==> config.mk <==
export PLATFORM = sky130hd
export DESIGN_NAME = buttons_debounce
export DESIGN_NICKNAME = d
export VERILOG_FILES = /design/src/rtl/buttons_debounce.sv
export SDC_FILE = /design/constraint.sdc
export NUM_CORES = 1
export LEC_CHECK = 0
export ABC_AREA = 0
export CAP_MARGIN = 20
export CORE_ASPECT_RATIO = 0.9
export CORE_MARGIN = 8
export CORE_UTILIZATION = 57
export DETAILED_ROUTE_END_ITERATION = 7
export PLACE_DENSITY = 0.82
export SLEW_MARGIN = 20
export SYNTH_ARGS = -nofsm -noshare
export SYNTH_HDL_FRONTEND = slang
export SYNTH_SLANG_ARGS = --single-unit
export TNS_END_PERCENT = 1
==> constraint.sdc <==
create_clock -name clk -period 4.4 [get_ports clk]
set_clock_uncertainty 0.15 [all_clocks]
set_input_delay 0.66 -clock clk [delete_from_list [all_inputs] [get_ports clk]]
set_output_delay 0.66 -clock clk [all_outputs]
set_load 0.1 [all_outputs]
==> src/rtl/buttons_debounce.sv <==
// buttons_debounce: sync+debounce OR of five keys, press/release ticks, key code; BUTTONS_SYNC_EN adds 2-flop synchronizer; ports clk, reset(active-low sync), sw[4:0], sw_clear, pos_tick, neg_tick, kcode[2:0]
module buttons_debounce #(
  parameter int DB_CYCLES = 1000
) (
  input  logic       clk,
  input  logic       reset,
  input  logic [4:0] sw,
  output logic       sw_clear,
  output logic       pos_tick,
  output logic       neg_tick,
  output logic [2:0] kcode
);
  localparam int CW = $clog2(DB_CYCLES + 1);
  localparam logic [CW-1:0] CMAX = CW'(DB_CYCLES);
  localparam logic [CW-1:0] C1 = CW'(1);
  typedef enum logic [1:0] {ZERO, WAIT1, ONE, WAIT0} state_t;
  state_t state;
  logic [CW-1:0] count;
  logic [4:0] r;
  logic any, done;
  logic [2:0] code;
`ifdef BUTTONS_SYNC_EN
  logic [4:0] s0, s1;
  always_ff @(posedge clk)
    if (!reset) {s1, s0} <= '0;
    else {s1, s0} <= {s0, sw};
  assign r = s1;
`else
  assign r = sw;
`endif
  assign any = |r;
  assign done = count >= CMAX - C1;
  always_comb code = r[0] ? 3'd1 : r[1] ? 3'd2 : r[2] ? 3'd3 : r[3] ? 3'd4 : r[4] ? 3'd5 : 3'd0;
  always_ff @(posedge clk)
    if (!reset) begin
      state    <= ZERO;
      count    <= '0;
      sw_clear <= 1'b0;
      pos_tick <= 1'b0;
      neg_tick <= 1'b0;
      kcode    <= 3'd0;
    end else begin
      pos_tick <= 1'b0;
      neg_tick <= 1'b0;
      case (state)
        ZERO:
          if (any) begin
            state <= WAIT1;
            count <= C1;
          end
        WAIT1:
          if (!any) state <= ZERO;
          else if (done) begin
            state    <= ONE;
            count    <= CMAX;
            pos_tick <= 1'b1;
            sw_clear <= 1'b1;
            kcode    <= code;
          end else count <= count + C1;
        ONE:
          if (!any) begin
            state <= WAIT0;
            count <= C1;
          end
        WAIT0:
          if (any) state <= ONE;
          else if (done) begin
            state    <= ZERO;
            count    <= CMAX;
            neg_tick <= 1'b1;
            sw_clear <= 1'b0;
          end else count <= count + C1;
      endcase
    end
endmodule

==> metrics.yaml <==
critical_path:
  regToRegStartpoint: "count[0]"
  cp_cell_sequence: "clkdlybuf4s50_1"
  cp_slowest_cell: "clkdlybuf4s50_1"
  startpoint_type: "register"
  reg2reg_depth: 5
  regToRegSetupSlack_ns: 2.40
  cp-startpoint: "sw_clear"
  critPathBufInv: 1
  crit_fanout: 3
  crit_family: "buffers and inverters"
  cp-end-kind: "output pin"
  crit_type: "register to output pin"
  cp.required_ns: 3.59
  r2r_end: "count[2]"
  critical_path_arrival_ns: 1.81
  max_stage_delay_ns: 1.14
cts:
  cts_buffer_depth: 2
  path_clk_slew_ns: 0.10
  cts_tree: "yes"
  insertion_delay_ns: 0.30
  postCtsResizedCells: 0
  htreeDepth: 1
  post-cts-setup-buffer-count: 0
  cts_root_buf: "clkbuf_4"
  cts_hold_buf: 0
  cts_buffers: 3
  cts.sinks: 18
drt:
  wl_per_cell_um: 16.8
  routed_wl_mm: 2.49
  avgViaCountPerCell: 6.60
  first_iter_violations: 38
  dr.pass1.iters: 4
  drcViolationCount: 0
  routed-via-count: 977
  ant_nets: 0
timing:
  period_share: 0.596
  hold_slack_ns: 0.316
  maxSlewHeadroom: 0.350
  setup_viol: 0
  maxSlewViolCount: 0
  fmax_mhz: 381
  finalHoldViolCount: 0
  worstMarginPinSlew_ns: 0.973
  grt_setup_unrepaired: "no"
  period_needed_ns: 2.62
  tns_ns: 0
global_routing:
  grt_pass1_wl_mm: 4.34
  gr-total-overflow: 0
  grt_max_degree: 19
  grt_pass1_vias: 922
  grtUsageTotal: 0.160
  antenna_found_initial: 0
logic_synthesis:
  yosysSeqAreaShare: 0.351
  ys_top_cells_by_area: "dfxtp_1, o2bb2a_4, nand4_1"
  synth_edf_count: 0
  yosysTopAreaCell: "dfxtp_1"
  synth-main-ff-cell: "dfxtp_1"
  yosysMostFrequentCell: "dfxtp_1"
  netlist_area_um2: 1030
  ys_seq_elements: 18
  synth_area_per_cell_um2: 9.16
  synth_top_area_share: 0.351
  syn_nets: 120
  postSynth.asyncResetShare: 0
  yosys.cell_types.count: 42
  yosys_warnings: 0
  synthCells: 112
  synth_common_cells: "dfxtp_1, nor2_1, inv_1, nand2_1, nand4_1"
finish:
  layout-drive-gt1-share: 0.153
  nets: 133
  n_antenna_cell: 0
  area_delta_synth_final_pct: 16.5
die:
  start_util: 0.610
  die-area_um2: 3420
  die_x_um: 60.7
  die_h_um: 56.3
  num_rows: 14
  ios: 13
  core_um2: 1680
placed_design:
  dpl.hpwl_mm: 1.77
  io_buffers: 12
  place_congestion: 0.848
hold_path:
  hold_end: "kcode[2]"
  hold_path_class: "register to register"
  hp-start: "kcode[2]"
  hold-path-cell-count: 2
pwr:
  irDropWorstVdd_uv: 259
  powerDensity_nw_per_um2: 257
  p_leak_uw: 0.000395
run:
  drv_cap: 0
status:
  outcome: "complete, no violations"
per-stage QoR:
stage / total power, uW / instances / setup slack [ns] / cell area (um2) / utilization
floorplan: 196 / 112 / 2.47 / 1030 / -
global placement: 207 / 144 / 1.83 / 1160 / 0.689
detailed placement: 208 / 144 / 1.78 / 1160 / 0.689
CTS: 309 / 148 / 1.77 / 1190 / 0.711
global route: 318 / 148 / 1.75 / 1190 / 0.711
finish: 308 / 148 / 1.78 / 1190 / 0.711
layout by cell type (no fill, tap or decap), drive strengths merged, types with 2 or more instances in the layout:
| cell type | count |
|---|---|
| nor4 | 2 |
| a211oi | 3 |
| o21ai | 5 |
| o2bb2a | 2 |
| nand2 | 6 |
| a21oi | 6 |
| nor3 | 4 |
| and3 | 2 |
| o211a | 2 |
| clkbuf | 4 |
| dfxtp | 18 |
| o311ai | 5 |
| or2 | 2 |
| nand3 | 6 |
| nand4b | 2 |
| a31oi | 4 |
| nor2 | 8 |
| o211ai | 5 |
| nand4 | 6 |
| inv | 6 |
| clkdlybuf4s50 | 12 |
| and4 | 2 |
worst max-delay path by stage:
stage	to	slack, ns	cells after the start
floorplan	count[9]	2.47	4
global placement	count[9]	1.83	5
detailed placement	count[5]	1.78	5
CTS	sw_clear	1.77	1
global route	sw_clear	1.75	1
finish	sw_clear	1.78	1
sequential cells by signal (all words and copies together) (netlist names), named ones only:
register and flops:
count 10, sw_clear 1, kcode 3, pos_tick 1, neg_tick 1, state 1
routing by layer:
layer | GRT usage | share of wire
met3 | 0.0409 | 0.067
met4 | 0.0532 | 0.0068
met2 | 0.226 | 0.45
met5 | 0 | 0
met1 | 0.225 | 0.48
cell families after synthesis:
logic type / after synthesis / share of synthesized area
compound gates: 38 / 0.321
fa+ha+maj: 1 / 0.0122
simple gates: 43 / 0.263
mux: 1 / 0.00976
flops: 18 / 0.351
buf+inv: 11 / 0.0427
cell type report:
| cell class | count | area [um2] |
|---|---|---|
| inverters | 7 | 26.3 |
| clock buffers | 4 | 36.3 |
| well taps | 24 | 30.0 |
| fillers | 146 | 487 |
| repair buffers | 12 | 120 |
| multi-input cells | 83 | 622 |
| flip-flops and latches | 18 | 360 |
report_power, final:
part           internal [uW]  switching [uW]  leakage, uW  total (uW)
registers                166            4.14     0.000146         170
logic                   13.7            21.8     0.000228        35.5
clock network           50.5            51.6    0.0000210         102
Note: power is estimated with default switching activity, not from simulation.
